[config.mk]
export PLATFORM = sky130hd
export DESIGN_NAME = instr_enc
export DESIGN_NICKNAME = d
export VERILOG_FILES = /design/src/rtl/instr_enc.sv
export SDC_FILE = /design/constraint.sdc
export NUM_CORES = 1
export LEC_CHECK = 0
export BUFFER_PORTS_ARGS = -buffer_cell sky130_fd_sc_hd__buf_4
export CORE_MARGIN = 1
export CORE_UTILIZATION = 49
export DETAILED_ROUTE_END_ITERATION = 7
export GPL_TIMING_DRIVEN = 0
export PLACE_DENSITY = 0.84
export SYNTH_ARGS = -nofsm -noshare
export SYNTH_HDL_FRONTEND = slang
export SYNTH_SLANG_ARGS = --single-unit
[constraint.sdc]
create_clock -name clk -period 3.88 [get_ports clk]
set_input_delay 0.388 -clock clk [delete_from_list [all_inputs] [get_ports clk]]
set_output_delay 0.388 -clock clk [all_outputs]
set_load 0.02 [all_outputs]
[src/rtl/instr_enc.sv]
// instr_enc: packs a signed immediate into an instruction word and emits it with an auto-incrementing byte address.
// Optional macro INSTR_ENC_RANGE_CHECK_EN drops requests whose immediate does not fit its field.
module instr_enc #(
    parameter int DROP_W = 8
) (
    input  logic              clk,
    input  logic              rst,
    input  logic              in_valid,
    output logic              in_ready,
    input  logic [1:0]        ImmSrc,
    input  logic [31:0]       Imm,
    input  logic [31:0]       Base,
    input  logic              addr_load,
    input  logic [31:0]       addr_in,
    input  logic              err_clr,
    output logic              out_valid,
    input  logic              out_ready,
    output logic [31:0]       out_instr,
    output logic [31:0]       out_addr,
    output logic              err,
    output logic [DROP_W-1:0] drop_cnt
);
    logic              out_valid_q, out_valid_d;
    logic [31:0]       out_instr_q, out_instr_d;
    logic [31:0]       out_addr_q, out_addr_d;
    logic [31:0]       addr_q, addr_d;
    logic              err_q, err_d;
    logic [DROP_W-1:0] drop_cnt_q, drop_cnt_d;
    logic [31:0]       word_i, word_s, word_b, packed_w;
    logic              range_bad, accept, drop;
    logic              unused_bits;

    assign word_i   = {Imm[11:0], Base[19:0]};
    assign word_s   = {Imm[11:5], Base[24:12], Imm[4:0], Base[6:0]};
    assign word_b   = {Imm[12], Imm[10:5], Base[24:12], Imm[4:1], Imm[11], Base[6:0]};
    assign packed_w = ImmSrc == 2'b00 ? word_i : ImmSrc == 2'b01 ? word_s : word_b;

`ifdef INSTR_ENC_RANGE_CHECK_EN
    // Upper immediate bits must be a pure sign extension; branch offsets must also be even.
    assign range_bad = ImmSrc == 2'b10
        ? !((&Imm[31:12]) || !(|Imm[31:12])) || Imm[0]
        : !((&Imm[31:11]) || !(|Imm[31:11]));
`else
    assign range_bad = 1'b0;
`endif

    assign unused_bits = ^{Base[31:25], Imm[31:13], Imm[0]};

    assign in_ready = !out_valid_q || out_ready;
    assign accept   = in_valid && in_ready;
    assign drop     = accept && (ImmSrc == 2'b11 || range_bad);

    // Next state: load output register on a good request, track address, error and drop count.
    always_comb begin
        out_valid_d = out_valid_q;
        out_instr_d = out_instr_q;
        out_addr_d  = out_addr_q;
        addr_d      = addr_q;
        err_d       = err_q;
        drop_cnt_d  = drop_cnt_q;
        if (accept && !drop) begin
            out_valid_d = 1'b1;
            out_instr_d = packed_w;
            out_addr_d  = addr_q;
            addr_d      = addr_q + 32'd4;
        end else if (out_ready) begin
            out_valid_d = 1'b0;
        end
        if (addr_load) addr_d = addr_in;
        err_d = drop ? 1'b1 : err_clr ? 1'b0 : err_q;
        if (drop && !(&drop_cnt_q)) drop_cnt_d = drop_cnt_q + 1'b1;
    end

    // State registers with asynchronous reset.
    always_ff @(posedge clk or posedge rst) begin
        if (rst) begin
            out_valid_q <= 1'b0;
            out_instr_q <= '0;
            out_addr_q  <= '0;
            addr_q      <= '0;
            err_q       <= 1'b0;
            drop_cnt_q  <= '0;
        end else begin
            out_valid_q <= out_valid_d;
            out_instr_q <= out_instr_d;
            out_addr_q  <= out_addr_d;
            addr_q      <= addr_d;
            err_q       <= err_d;
            drop_cnt_q  <= drop_cnt_d;
        end
    end

    assign out_valid = out_valid_q;
    assign out_instr = out_instr_q;
    assign out_addr  = out_addr_q;
    assign err       = err_q;
    assign drop_cnt  = drop_cnt_q;
endmodule

# After elaboration in Yosys (flattened, before gate mapping)
# Index checks and enable logic that the tools add are counted.
[totals] register_bits=106 latch_bits=0 ram_bits=0 romBits=0 inputBits=104 out_inout_bits=75 wordCells=31 n_memories=0
[op_classes] addsub=2 n_mul=0 div_mod_pow=0 n_lt_le_gt_ge=0 n_eq_ne=2 shift=0 muxes=8 bitwise_logic=0 reduce_logical=13
[op_table] operator="$mux W32" n=4
[op_table] operator="$add A32 B3 Y32 const B" n=1
[op_table] operator="$add A8 B1 Y8 const B" n=1
[op_table] operator="$reduce_and A8 Y1" n=1
[op_table] operator="$reduce_bool A2 Y1" n=3
[op_table] operator="$logic_and A1 B1 Y1" n=4
[op_table] operator="$mux W1" n=4
[op_table] operator="$logic_not A1 Y1" n=3
[op_table] operator="$eq A2 B1 Y1 const B" n=1
[op_table] operator="$eq A2 B2 Y1 const B" n=1
[op_table] operator="$logic_not A2 Y1" n=1
[op_table] operator="$logic_or A1 B1 Y1" n=1

# Longest topological paths before layout
# Gate-level depths: netlist of run 1.
[logic_depth] word_depth=8 ltp_mapped=7 ltp_nobuf=5

# Worst setup path before layout of run 1
# OpenSTA, ideal clock, no wires.
[synth_path] path_kind="register -> register" startpoint="register out_valid_q, in the netlist out_valid" endpoint="register addr_q[23]" setup_ns=0.125 t_arrival_ns=1.675 t_required_ns=3.755 setup_slack_ns=2.080 stages_incl_launch_ff=8 n_path_buf=2 synth_period_minus_slack_ns=1.800 cell_sequence="dfrtp_1 -> nand2b_1 -> buf_2 -> nand4_1 -> buf_2 -> nor4_1 -> xor2_1 -> mux2_2"
[synth_via] elab_chain_len=7
[synth_lines] item="start, declared" line_no="23" rtl="logic out_valid_q, out_valid_d;"
[synth_lines] item="start signal, assigned" line_no="84" rtl="out_valid_q <= out_valid_d;"
[synth_lines] item="$logic_not A1 Y1 (*)" line_no="49" rtl="assign in_ready = !out_valid_q || out_ready;"
[synth_lines] item="$logic_or A1 B1 Y1 (*)" line_no="49"
[synth_lines] item="named net in_ready" line_no="9" rtl="output logic in_ready,"
[synth_lines] item="$logic_and A1 B1 Y1 (*)" line_no="50" rtl="assign accept = in_valid && in_ready;"
[synth_lines] item="$logic_and A1 B1 Y1" line_no="51" rtl="assign drop = accept && (ImmSrc == 2'b11 || range_bad);"
[synth_lines] item="$logic_not A1 Y1" line_no="61" rtl="if (accept && !drop) begin"
[synth_lines] item="$logic_and A1 B1 Y1 (*)" line_no="61"
[synth_lines] item="$reduce_bool A2 Y1 (no line) (*)"
[synth_lines] item="end signal, assigned" line_no="87" rtl="addr_q <= addr_d;"
[synth_lines] item="end, declared" line_no="26" rtl="logic [31:0] addr_q, addr_d;"
# Mark *: on every way through the listed nets, which the timed path passes. The rest lies on a longest branch.
# A chain may end at the register's enable or synchronous reset.

# Worst setup path after layout of run 1
[layout_path] startpoint="register out_valid_q, in the netlist out_valid" endpoint="register out_instr_q[28], in the netlist out_instr[28]"
[layout_via] elab_chain_len=6
[layout_lines] item="$logic_not A1 Y1 (*)" line_no="49"
[layout_lines] item="$logic_or A1 B1 Y1 (*)" line_no="49"
[layout_lines] item="$logic_and A1 B1 Y1 (*)" line_no="50"
[layout_lines] item="$logic_and A1 B1 Y1" line_no="51"
[layout_lines] item="$logic_not A1 Y1" line_no="61"
[layout_lines] item="$logic_and A1 B1 Y1 (*)" line_no="61"
[layout_lines] item="end signal, assigned" line_no="85" rtl="out_instr_q <= out_instr_d;"
[layout_lines] item="end, declared" line_no="24" rtl="logic [31:0] out_instr_q, out_instr_d;"
# Every way passes the cells marked *; elsewhere a longest branch is shown, timed or not.

==> results summary, run 1 <==
The flow ran to the end, and the final reports show no timing, DRC or antenna violations. The total instance count after detailed placement came out at 787. The number of max-slew violations in the final report was 0. The cell count after synthesis came out at 508. The worst setup path is launched from a register. Setup repair after global routing left no endpoint under its margin.

The H-tree was split into 3 levels. Traced cell by cell, the critical path runs through nand2b_1 -> buf_2 -> nand3_1 -> clkbuf_1 -> clkbuf_1 -> nand2_1 -> nand2_1. In the finished design, the share of the clock period the worst path needs comes to 50.2%. The clock tree root buffer cell is sky130_fd_sc_hd__clkbuf_8. Counting the buffers created by CTS gives 9. The cell area after layout is 0.00628 mm^2. After global routing the overflow that remains totals 0. The clock latency on the worst-skew pair came out at 0.36 ns. The area share of the largest cell type after synthesis is 55.4%.

The met1 track demand over resource is 30.9%. The arrival time of the worst setup path came out at 2.26 ns. The number of setup buffers added after CTS came out at 0. The die area is 0.0102 mm^2.

The total via count in the routed design is 4108. The total area inside the core boundary comes to 0.00937 mm^2. The final critical-path required period is 1.95 ns. The pin count of the biggest net entering global routing is 63.

The residual antenna-violating net count after detailed routing is 0. The setup TNS is 0 ns. The global-route wire length before repair came out at 19200 um. The vertical die dimension came out at 101 um. By area the synthesized netlist is led by sky130_fd_sc_hd__dfrtp_1 (55%), sky130_fd_sc_hd__nand2_1 (16%), sky130_fd_sc_hd__xnor2_1 (4.6%). Setup violations remaining at the end of the flow were counted as 0. The number of buffer cells added on primary ports came out at 149. The CTS sink count is 106. The hold violation count in the final report came out at 0. The count of distinct cell types in the synthesized netlist came out at 38. The final layout contains routed wiring with a total length of 11800 um. In this run, post-CTS hold repair placed 0 buffers. The floorplan has 35 rows. The count of pins on the block boundary is 179. In this run the mean area of a mapped cell was 9.43 um^2.

After detailed routing, the number of remaining DRC violations is 0. The total power divided by cell area is 456 mW/mm^2. The number of antenna diodes is 0. For the final database, setup skew stands at 0.00866 ns. The reported leakage power is 3.11 nW. The initial antenna violation count came out at 0. The sum of internal, switching and leakage power is 2.86 mW.

Once placement finished, the instance area stood at 0.00610 mm^2. Clock-pin slew was measured on the worst setup and hold paths at 0.09 ns. The final cell count without fillers is 802.

Synthesis inferred 106 register bits. The number of enable flip-flop cells after synthesis is 0. The actual slew at the worst max-slew pin came out at 0.594 ns. Sequential cells account for 49.5% of the total power. Max-cap violations in this run came to 0. In the post-synthesis netlist, the cell with the most instances is sky130_fd_sc_hd__nand2_1. The worst-case vdd ir drop is 0.000219 V. The number of detailed-route iterations in the first pass is 4. The highest cell delay on the worst timing path is 0.46 ns.

The routability congestion estimate is 0.815. The number of global-route vias before repair came out at 4087. The relative contribution of the clock network to total power is 23.0%. In the final routed layout, each cell accounts on average for 14.8 um.

The placed wire-length estimate is 8720 um. The initial utilization of the core area, before any placement, comes to 51.1%. The part of the total power dissipated in combinational logic is 27.4%.

The fraction of power spent switching nets came out at 33.1%. After clock tree synthesis, the repair step resized 0 gates. The class of the tightest hold or removal check is in -> async. The Yosys step of the flow raised 0 warnings. The share of synthesized registers carrying an async set or reset came out at 100%. The final worst hold slack is 0.0927 ns.

The dominant register cell in the synthesized netlist is sky130_fd_sc_hd__dfrtp_1. The layout net count came out at 775. The deepest clock path buffer count is 2.

Cell internal power was estimated by the tool at 1.92 mW. The area growth from synthesis to layout is 31.2%. The total global routing track utilization is 24.6%.

The maximum clock rate is 513 MHz. The critical path required time is 4.19 ns. The average via count per standard cell is 5.12. The fraction of met2 tracks used by global routing is 41.8%. The routing usage on met3 is 5.20%.

The biggest area consumer among synthesized cells is sky130_fd_sc_hd__dfrtp_1. The die is 101 um wide. In the synthesized netlist, the cells that appear most often are sky130_fd_sc_hd__nand2_1 (203), sky130_fd_sc_hd__dfrtp_1 (106), sky130_fd_sc_hd__o21ai_0 (36). The number of nets in the synthesized netlist is 614. The worst setup path is captured at a register. The global routing stage identified its most utilized layer as met2. In this run the tightest slew margin relative to its limit is 60.4%.

For this design the total switching power over the nets is 947 uW. Sequential elements use 55.4% of the synthesized area. The number of DRC violations after detailed-routing iteration 0 is 152.

The top fanout value on the critical path is 10. The type of the setup path with the least slack is reg -> reg. The synthesized cell area is 0.00479 mm^2. In the final layout, the share of cells above drive strength 1 is 27.9%. TritonCTS built the clock tree. Among all stages on the critical path, the largest delay is contributed by sky130_fd_sc_hd__clkbuf_1.
[final cells by class]
| cell class | count | area (um^2) |
|---|---|---|
| Clock inverter | 4 | 53.8 |
| Multi-Input combinational cell | 368 | 1990 |
| Fill cell | 804 | 3090 |
| Clock buffer | 11 | 131 |
| Tap cell | 129 | 161 |
| Timing Repair Buffer | 150 | 1150 |
| Sequential cell | 106 | 2650 |
| Inverter | 5 | 21.3 |
| Buffer | 29 | 128 |
[metrics by stage]
step | utilization, % | setup slack, ns
5_1_grt | 67.1 | 1.73
6_report | 67.1 | 1.93
2_1_floorplan | - | 0.703
3_5_place_dp | 65.1 | 1.69
4_1_cts | 67.1 | 1.92
3_3_place_gp | 64.8 | -0.420
[registers in the layout (all words and copies together), names as in the netlist]
| register | cells |
|---|---|
| out_addr | 32 |
| addr_q | 32 |
| out_instr | 32 |
| err | 1 |
| out_valid | 1 |
| drop_cnt | 8 |
[power by group through the flow]
stage / logic [mW] / clock network, mW / registers (mW)
after detailed placement: 0.793 / 0 / 1.44
final: 0.786 / 0.659 / 1.42
after floorplan: 0.250 / 0 / 1.59
after global placement: 0.768 / 0 / 1.43
after CTS: 0.796 / 0.680 / 1.42
after global routing: 0.856 / 0.720 / 1.44
[cells by family after synthesis]
group | share of synthesized area (%)
AO/OA/AOI/OAI | 4.94
XOR/XNOR | 6.22
adder cells (fa/ha/maj) | 0.522
buffers and inverters | 3.06
flip-flops | 55.4
multiplexers | 3.89
AND/OR/NAND/NOR | 26.0
[worst paths after layout]
check | start | end | slack (ns) | depth (start not counted)
worst min-delay path | rst | out_instr[12] | 0.09 | 2
worst min register to register | addr_q[0] | out_addr[0] | 0.48 | 2
max in group asynchronous | rst | addr_q[19] | 3.07 | 3
min in group clk | Base[6] | out_instr[6] | 0.20 | 3
worst max-delay path | out_valid | out_instr[28] | 1.93 | 7
worst max register to register | out_valid | out_instr[28] | 1.93 | 7
[placed cells by master (no fill, tap or decap), drive strengths merged]
master and count:
nand2 203, buf 161, dfrtp 106, o21ai 42, clkbuf 29, xnor2 25
mux2i 13, nand3 13, nand4 11, xor2 9, nor3 9, nor4 9
nor2 6, and4 5, and3 5, mux2 5, inv 5, and2 2
nor3b 2, a21oi 2, ha 2, clkinvlp 2, nand2b 1, nor4b 1
a211o 1, nor2b 1, a22oi 1, bufinv 1, clkinv 1
[critical path, delay by kind of cell, from the launching register on]
| family | cells | cell delay, ns |
|---|---|---|
| buffers and inverters | 3 | 1.03 |
| DFF | 1 | 0.35 |
| and+or+nand+nor | 4 | 0.50 |
[per-layer routing]
layer | wire length [um] | part of all wire [%]
met5 | 0 | 0
met4 | 223 | 1.9
met3 | 708 | 6.0
met1 | 5030 | 43
met2 | 5880 | 50
Power figures use the tool's default switching activity.
==> inputs of run 2 (changes only) <==
--- a/config.mk
+++ b/config.mk
@@ -5,12 +5,13 @@
 export SDC_FILE = /design/constraint.sdc
 export NUM_CORES = 1
 export LEC_CHECK = 0
+export ABC_AREA = 1
 export BUFFER_PORTS_ARGS = -buffer_cell sky130_fd_sc_hd__buf_4
 export CORE_MARGIN = 1
-export CORE_UTILIZATION = 49
+export CORE_UTILIZATION = 46
 export DETAILED_ROUTE_END_ITERATION = 7
 export GPL_TIMING_DRIVEN = 0
-export PLACE_DENSITY = 0.84
+export PLACE_DENSITY = 0.81
 export SYNTH_ARGS = -nofsm -noshare
 export SYNTH_HDL_FRONTEND = slang
 export SYNTH_SLANG_ARGS = --single-unit
==> constraint.sdc (replaced) <==
create_clock -name clk -period 1.7 [get_ports clk]
set_input_delay 0.17 -clock clk [delete_from_list [all_inputs] [get_ports clk]]
set_output_delay 0.17 -clock clk [all_outputs]
set_load 0.02 [all_outputs]
==> results summary, run 2 <==
The flow ran to the end, and the final reports show no timing, DRC or antenna violations. The site row count came to 38 (+8.6%). The cell area after layout is 0.00707 mm^2 (+12%). The reported leakage power is 3.61 nW (+16%). The share of synthesized registers carrying an async set or reset is 100% (unchanged). Ranked by instance count, the synthesized netlist is headed by sky130_fd_sc_hd__nand2_1 (282), sky130_fd_sc_hd__dfrtp_1 (106), sky130_fd_sc_hd__o21ai_0 (83).

The post-route clock skew came out at 0.00999 ns (+0.00133 ns). The xor/xnor share of the synthesized area is 1.81% (-4.4 points). The total global routing track utilization came to 24.7% (+0.11 points). In the layout the commonest cells are sky130_fd_sc_hd__nand2_1 (282), sky130_fd_sc_hd__buf_4 (160), sky130_fd_sc_hd__dfrtp_1 (106), sky130_fd_sc_hd__o21ai_0 (83), sky130_fd_sc_hd__inv_1 (64). The synthesized cell area is 0.00533 mm^2 (+11%). The net count after synthesis came out at 800 (+30%). The layout net count came out at 967 (+25%). The number of setup violations in the final report came out at 0 (unchanged). The arrival time of the worst setup path was 1.82 ns (-0.44 ns). The setup slack on the worst flop-to-flop path was 0.11 ns (-1.83 ns). The sum of internal, switching and leakage power came out at 7.57 mW (+160%). The number of global-route vias before repair was 4769 (+17%).

The residual antenna-violating net count after detailed routing is 0 (unchanged). sky130_fd_sc_hd__nand2_1 is the most common cell in the netlist. The tightest slew margin relative to the limit is 61.5% (+1.1 points). The combinational family with the most area after synthesis is simple AND/OR/NAND/NOR gates. The post-place instance area is 0.00670 mm^2 (+9.8%). The setup slack of the critical path after layout is 0.105 ns (-1.83 ns). The adder-cell share of the synthesized area is 0.470% (-0.053 points). The worst hold path terminates at out_instr[13]. The final worst hold slack came out at 0.0104 ns (-0.0823 ns). The area growth from synthesis to layout is 32.6%. The flop and latch count out of synthesis is 106 (unchanged). The portion of the clock cycle consumed by the worst path in the final layout came to 93.8% (+44 points). The portion of netlist area occupied by mux cells is 0% (-3.9 points).

The hold violation count in the final report is 0 (unchanged). The wire length after detailed routing is 14000 um (+18%). The register area share after synthesis is 49.8% (-5.6 points).

The count of warnings emitted by yosys was 0 (unchanged). The critical path is of the reg -> reg type. Setup repair after global routing left no endpoint under its margin.

The startpoint identified for the worst hold timing path is Base[13]. The number of maximum-capacitance constraint violations came to 0 (unchanged). The fraction of final layout cells with drive strength greater than 1 is 25.2% (-2.8 points). The maximum clock rate was 627 MHz (+22%). The number of detailed-route iterations in the first pass came out at 4 (unchanged). The number of buffer cells added on primary ports is 151 (+1.3%).

The count of distinct cell types in the synthesized netlist came to 32 (-16%). The setup TNS came out at 0 ns (unchanged). The number of antenna diodes came out at 0 (unchanged). The cell count after synthesis came to 694 (+37%).

The average via count per standard cell was 5.04 (-1.7%). The initial cell density of the core came out at 48.1% (-3.0 points). The global-route wire length before repair came out at 22700 um (+18%). The worst hold path stage count came out at 3. STA classifies the critical path startpoint as a register. The number of buffers created by CTS is 9 (unchanged). The final critical-path required period is 1.59 ns (-0.354 ns).

The CTS sink count is 106 (unchanged). Among all stages on the critical path, the largest delay is contributed by sky130_fd_sc_hd__dfrtp_1. The compound-cell area share of the yosys netlist is 9.56% (+4.6 points).

STA classifies the critical path endpoint as a register. The number of DRC violations after detailed-routing iteration 0 came out at 304 (+100%). The H-tree depth came to 3 (unchanged). The number of max-slew violations in the final report came out at 0 (unchanged). By area the synthesized netlist is led by sky130_fd_sc_hd__dfrtp_1 (50%), sky130_fd_sc_hd__nand2_1 (20%), sky130_fd_sc_hd__o21ai_0 (7.8%). The routability congestion estimate is 0.938 (+15%). The critical path required time is 1.93 ns (-2.26 ns). CTS placed an instance of sky130_fd_sc_hd__clkbuf_16 at the clock tree root. The worst hold path belongs to the class in -> reg.

sky130_fd_sc_hd__dfrtp_1 takes more of the synthesized area than any other cell. The highest cell delay on the worst timing path is 0.39 ns (-0.07 ns). The pin count of the biggest net entering global routing was 36 (-43%). The vertical die dimension is 110 um (+8.7%). The count of pins on the block boundary was 179 (unchanged). The CTS clock-pin slew for the worst setup and hold paths is 0.08 ns (about the same). The pre-CTS setup slack is 0.0430 ns (-1.64 ns). The overall die width came out at 110 um (+8.7%). The final routed wire length divided by cell count is 13.9 um (-5.6%).

The number of enable flip-flop cells after synthesis came out at 0 (unchanged). The area share of the largest cell type after synthesis came out at 49.8% (-5.6 points). The most used flip-flop cell after synthesis is sky130_fd_sc_hd__dfrtp_1. The end of the worst register-to-register path is addr_q[9]. The core box area is 0.0111 mm^2 (+18%).

The top fanout value on the critical path is 10 (unchanged). Traced cell by cell, the critical path runs through nand2_1 -> nand3_4 -> nand2_4 -> buf_6 -> o21ai_0 -> o21bai_1. The worst-case vdd ir drop was 0.000600 V (+170%). The deepest clock path buffer count is 2 (unchanged). TritonCTS built the clock tree.

The total grt overflow was 0 (unchanged). The total power divided by cell area came out at 1070 mW/mm^2 (+140%). The die area came out at 0.0120 mm^2 (+18%). The source of the worst register-to-register timing path is out_valid. The actual slew at the worst max-slew pin came out at 0.577 ns (-0.0166 ns). The clock latency on the worst-skew pair is 0.35 ns (about the same).

Leaving out fill and tap cells, the most frequent cell in the layout is sky130_fd_sc_hd__nand2_1. The total via count in the routed design is 5067 (+23%). The post-synthesis average cell area is 7.68 um^2 (-19%). The number of cell instances on the worst register-to-register path is 6 (-1). The initial antenna violation count came out at 0 (unchanged). The placed wire-length estimate is 10700 um (+22%). The fraction of the mapped netlist area in simple logic gates was 30.5% (+4.5 points). The number of remaining DRC errors came out at 0 (unchanged).
==> run 2: changes by cell type in the layout (fill, tap and decap cells not counted), moves of 10 or more <==
| cell | delta |
|---|---|
| sky130_fd_sc_hd__mux2i_1 | -13 |
| sky130_fd_sc_hd__clkbuf_1 | -14 |
| sky130_fd_sc_hd__nand2_1 | +79 |
| sky130_fd_sc_hd__nand3_1 | +32 |
| sky130_fd_sc_hd__inv_1 | +60 |
| sky130_fd_sc_hd__buf_4 | +10 |
| sky130_fd_sc_hd__nor2_1 | +28 |
| sky130_fd_sc_hd__xnor2_1 | -20 |
| sky130_fd_sc_hd__o21ai_0 | +47 |
==> run 2: through the flow <==
step                      std cells  util (%)
after detailed placement        988      60.5
after global placement          985      59.9
after CTS                      1005      63.5
after global routing           1006      63.8
final                          1006      63.8
after floorplan                 694         -
==> run 2: worst max-delay path by stage <==
stage / start / end / slack [ns] / cells after the start
after floorplan: out_valid / addr_q[4] / 0.22 / 6
after global placement: rst / drop_cnt[4] / -0.51 / 2
after detailed placement: out_valid / addr_q[17] / 0.04 / 6
after CTS: out_valid / addr_q[17] / 0.02 / 6
after global routing: out_valid / addr_q[4] / 0.003 / 6
final: out_valid / addr_q[9] / 0.11 / 6
==> run 2: logic make-up after synthesis <==
group                      count (synthesis)
buffers and inverters                     92
DFF                                      106
xor gates and xnor gates                  11
adders and majority gates                  2
AOI/OAI and AO/OA                         96
and+or+nand+nor                          387
==> run 2: final cells by class <==
cell class | count | area (um^2)
Timing Repair Buffer | 156 | 1210
Clock inverter | 7 | 98.8
Inverter | 69 | 267
Tap cell | 140 | 175
Clock buffer | 9 | 225
Multi-Input combinational cell | 496 | 2280
Fill cell | 995 | 4010
Buffer | 23 | 160
Sequential cell | 106 | 2650
==> run 2: layer usage <==
metal | share of wire [%] | global-route usage [%] | up-vias
met5 | 0 | 0 | -
met4 | 2.2 | 9.24 | 0
met3 | 5.9 | 4.27 | 26
met2 | 48 | 40.1 | 170
met1 | 44 | 33.1 | 2359
li1 | - | - | 2512
==> run 2: worst max-delay path, delay by kind of cell, from the launching register on <==
kind	cells	cell delay [ns]
buffers and inverters	1	0.16
DFF	1	0.39
and+or+nand+nor	3	0.66
AOI/OAI and AO/OA	2	0.26
==> run 2: repair_timing <==
item,in CTS,in global routing
setup buffers,0,1
endpoints found under the hold margin,20,0
hold buffers,1,0
resized for setup,0,8
endpoints found under the setup margin,0,18
==> run 2: where the power goes <==
part	leakage (nW)	total [mW]	internal, mW	switching (mW)
logic	2.14	2.09	0.889	1.20
clock network	0.154	2.22	1.19	1.03
registers	1.31	3.26	2.94	0.326
==> inputs of run 3 (changes only) <==
==> config.mk (replaced) <==
export PLATFORM = sky130hd
export DESIGN_NAME = instr_enc
export DESIGN_NICKNAME = d
export VERILOG_FILES = /design/src/rtl/instr_enc.sv
export SDC_FILE = /design/constraint.sdc
export NUM_CORES = 1
export LEC_CHECK = 0
export ABC_AREA = 0
export BUFFER_PORTS_ARGS = -buffer_cell sky130_fd_sc_hd__buf_4
export CORE_MARGIN = 1
export CORE_UTILIZATION = 49
export DETAILED_ROUTE_END_ITERATION = 7
export GPL_TIMING_DRIVEN = 0
export PLACE_DENSITY = 0.84
export SYNTH_ARGS = -nofsm -noshare
export SYNTH_HDL_FRONTEND = slang
export SYNTH_SLANG_ARGS = --single-unit
==> constraint.sdc (replaced) <==
create_clock -name clk -period 1.5 [get_ports clk]
set_input_delay 0.15 -clock clk [delete_from_list [all_inputs] [get_ports clk]]
set_output_delay 0.15 -clock clk [all_outputs]
set_load 0.02 [all_outputs]
==> results summary, run 3 (same netlist as run 1, synthesis figures left out) <==
The maximum clock rate is 571 MHz (-8.9%). The setup TNS is -4.50 ns (-4.50 ns). The final critical-path required period is 1.75 ns (+0.156 ns).

The leading cell type in the layout, fill and taps excluded is sky130_fd_sc_hd__nand2_1. The critical path required time came out at 1.76 ns (-0.17 ns). The storage element area is 0.00267 mm^2 (+0.52%). The setup slack of the critical path after layout came out at -0.250 ns (-0.356 ns).

The area taken by multi-input logic gates came out at 0.00226 mm^2 (-0.66%). The number of setup violations in the final report came out at 42 (+42). The H-tree depth came out at 3 (unchanged). The overall die width was 101 um (-8.0%). The tree is rooted in a sky130_fd_sc_hd__clkbuf_8.

The portion of the clock cycle consumed by the worst path in the final layout is 117% (+23 points). The number of DRC violations after detailed-routing iteration 0 came out at 221 (-27%). The highest cell delay on the worst timing path is 0.42 ns (+0.03 ns). TritonCTS built the clock tree.

The worst setup path is launched from a register. The tightest slew margin relative to the limit was 56.4% (-5.1 points). The initial antenna violation count is 0 (unchanged). In this run the worst setup path begins at out_valid. The fraction of final layout cells with drive strength greater than 1 is 38.1% (+13 points). The number of cell instances on the worst register-to-register path is 7 (+1).

The wire length after detailed routing is 14900 um (+6.3%). The worst-case vdd ir drop came out at 0.000611 V (+1.7%). The arrival time of the worst setup path came to 2.01 ns (+0.19 ns).

The total power divided by cell area was 1080 mW/mm^2 (+0.69%). The clock latency on the worst-skew pair came out at 0.38 ns (+0.03 ns). The setup slack on the worst flop-to-flop path is -0.25 ns (-0.36 ns). The top cell types in the final layout, fill and taps aside, are sky130_fd_sc_hd__nand2_1 (202), sky130_fd_sc_hd__buf_4 (192), sky130_fd_sc_hd__dfrtp_1 (95), sky130_fd_sc_hd__dlygate4sd3_1 (44), sky130_fd_sc_hd__xnor2_1 (22). The endpoint class of the critical path is a register. The total global routing track utilization came out at 29.2% (+4.5 points).

The layout net count came out at 870 (-10%). The post-route clock skew was 0.0121 ns (+0.00209 ns). From synthesis to final layout, the design area changed by 58.8%. The sum of internal, switching and leakage power is 8.20 mW (+8.4%). The path class of the tightest hold or removal check is in -> reg. The number of remaining DRC errors is 0 (unchanged). The routability congestion estimate came to 0.821 (-13%). The count of pins on the block boundary came out at 179 (unchanged). The buffers plus inverters on the worst setup path came out at 2 (+1). The actual slew at the worst max-slew pin is 0.652 ns (+0.0748 ns).

The number of maximum-capacitance constraint violations is 0 (unchanged). The cell area after layout is 0.00760 mm^2 (+7.6%). The hold violation count in the final report came out at 0 (unchanged).

The global-route wire length before repair came to 22800 um (+0.55%). Traced cell by cell, the critical path runs through nand2b_1 -> buf_6 -> nand4_1 -> buf_6 -> nor4_4 -> xor2_1 -> mux2_2. The pin count of the biggest net entering global routing is 45 (+25%).

The worst setup path is of the reg -> reg kind. The reported leakage power came out at 3.85 nW (+6.6%). The CTS sink count is 106 (unchanged). The core occupancy in the finished layout is 81.1% (+17 points).

The worst register-to-register path ends at addr_q[23]. The placed wire-length estimate is 8910 um (-17%). The source of the worst register-to-register timing path is out_valid. The total via count in the routed design was 4726 (-6.7%).

Counting stages on the worst path, the most repeated cell is sky130_fd_sc_hd__buf_6. The number of max-slew violations in the final report is 0 (unchanged). The CTS clock-pin slew for the worst setup and hold paths came out at 0.11 ns (+0.03 ns). The number of global-route vias before repair came out at 4832 (+1.3%). The number of buffer cells added on primary ports came out at 149 (-1.3%). The final worst hold slack was 0.00628 ns (-0.00413 ns).

In this run the most critical hold path is launched from addr_in[28]. The total grt overflow is 0 (unchanged). The core box area is 0.00937 mm^2 (-15%).

The deepest clock path buffer count came out at 2 (unchanged). The number of buffers created by CTS came out at 9 (unchanged). The number of antenna diodes came out at 0 (unchanged). The initial cell density of the core came to 51.1% (+3.0 points). The checks that failed: negative setup slack. The top fanout value on the critical path is 6 (-4). The post-place instance area came out at 0.00622 mm^2 (-7.1%).

The average via count per standard cell is 5.26 (+4.5%). In this design, the largest share of critical-path delay is due to simple AND/OR/NAND/NOR gates. The count of cell instances traversed by the critical path is 7 (+1). The total instance count after detailed placement came to 788 (-20%).

The count of filler cells inserted in the layout is 562 (-44%). The vertical die dimension came out at 101 um (-8.0%). The critical path ends at addr_q[23]. The pre-CTS setup slack was -0.284 ns (-0.327 ns). The number of detailed-route iterations in the first pass came out at 5 (+1). The final routed wire length divided by cell count is 16.6 um (+19%). The die area is 0.0102 mm^2 (-15%).

Setup repair after global routing could not meet its margin everywhere. The slowest stage of the critical path belongs to the cell sky130_fd_sc_hd__dfrtp_2. The site row count is 35 (-7.9%).

The flow ran to the end, but the final reports show violations. The residual antenna-violating net count after detailed routing is 0 (unchanged). The final cell count without fillers came out at 898 (-11%).
==> run 3: worst min-delay path by stage <==
stage | slack, ns | to | depth (start not counted)
floorplan | 0.26 | out_instr[0] | 2
global placement | 0.34 | out_instr[29] | 3
detailed placement | 0.27 | out_instr[21] | 2
CTS | 0.001 | addr_q[9] | 3
global route | 0.003 | addr_q[0] | 2
finish | 0.006 | addr_q[28] | 3
==> run 3: timing repair <==
item / 4_1_cts / 5_1_grt
hold endpoints to repair: 70 / 0
pin swaps: 25 / 20
setup buffers: 33 / 18
setup endpoints to repair: 98 / 101
gates resized for setup: 59 / 36
hold buffers: 44 / 0
==> run 3: layout make-up <==
cell class	instances	area share, %
Sequential cell	106	35.1
Multi-Input combinational cell	368	29.7
Timing Repair Buffer	246	27.2
Buffer	28	2.57
Tap cell	129	2.12
Clock buffer	9	1.63
Clock inverter	7	1.41
Inverter	5	0.296
==> run 3: per-layer routing <==
layer | global-route usage, % | vias to the layer above | wire (um)
li1 | - | 2180 | -
met1 | 34.4 | 2278 | 5890
met2 | 53.5 | 223 | 7770
met3 | 4.23 | 45 | 808
met4 | 11.7 | 0 | 433
met5 | 0 | - | 0
==> run 3: where the power goes <==
part / switching [mW] / leakage, nW / total (mW) / internal (mW)
clock: 1.08 / 0.114 / 2.05 / 0.977
sequential: 0.360 / 1.30 / 3.67 / 3.31
combinational: 1.33 / 2.43 / 2.48 / 1.15
==> run 3: worst register-to-register path, stage by stage, from the launching register on <==
cell and delay, ns:
sky130_fd_sc_hd__dfrtp_2 0.42, sky130_fd_sc_hd__nand2b_1 0.09, sky130_fd_sc_hd__buf_6 0.12, sky130_fd_sc_hd__nand4_1 0.13
sky130_fd_sc_hd__buf_6 0.19, sky130_fd_sc_hd__nor4_4 0.28, sky130_fd_sc_hd__xor2_1 0.13, sky130_fd_sc_hd__mux2_2 0.27
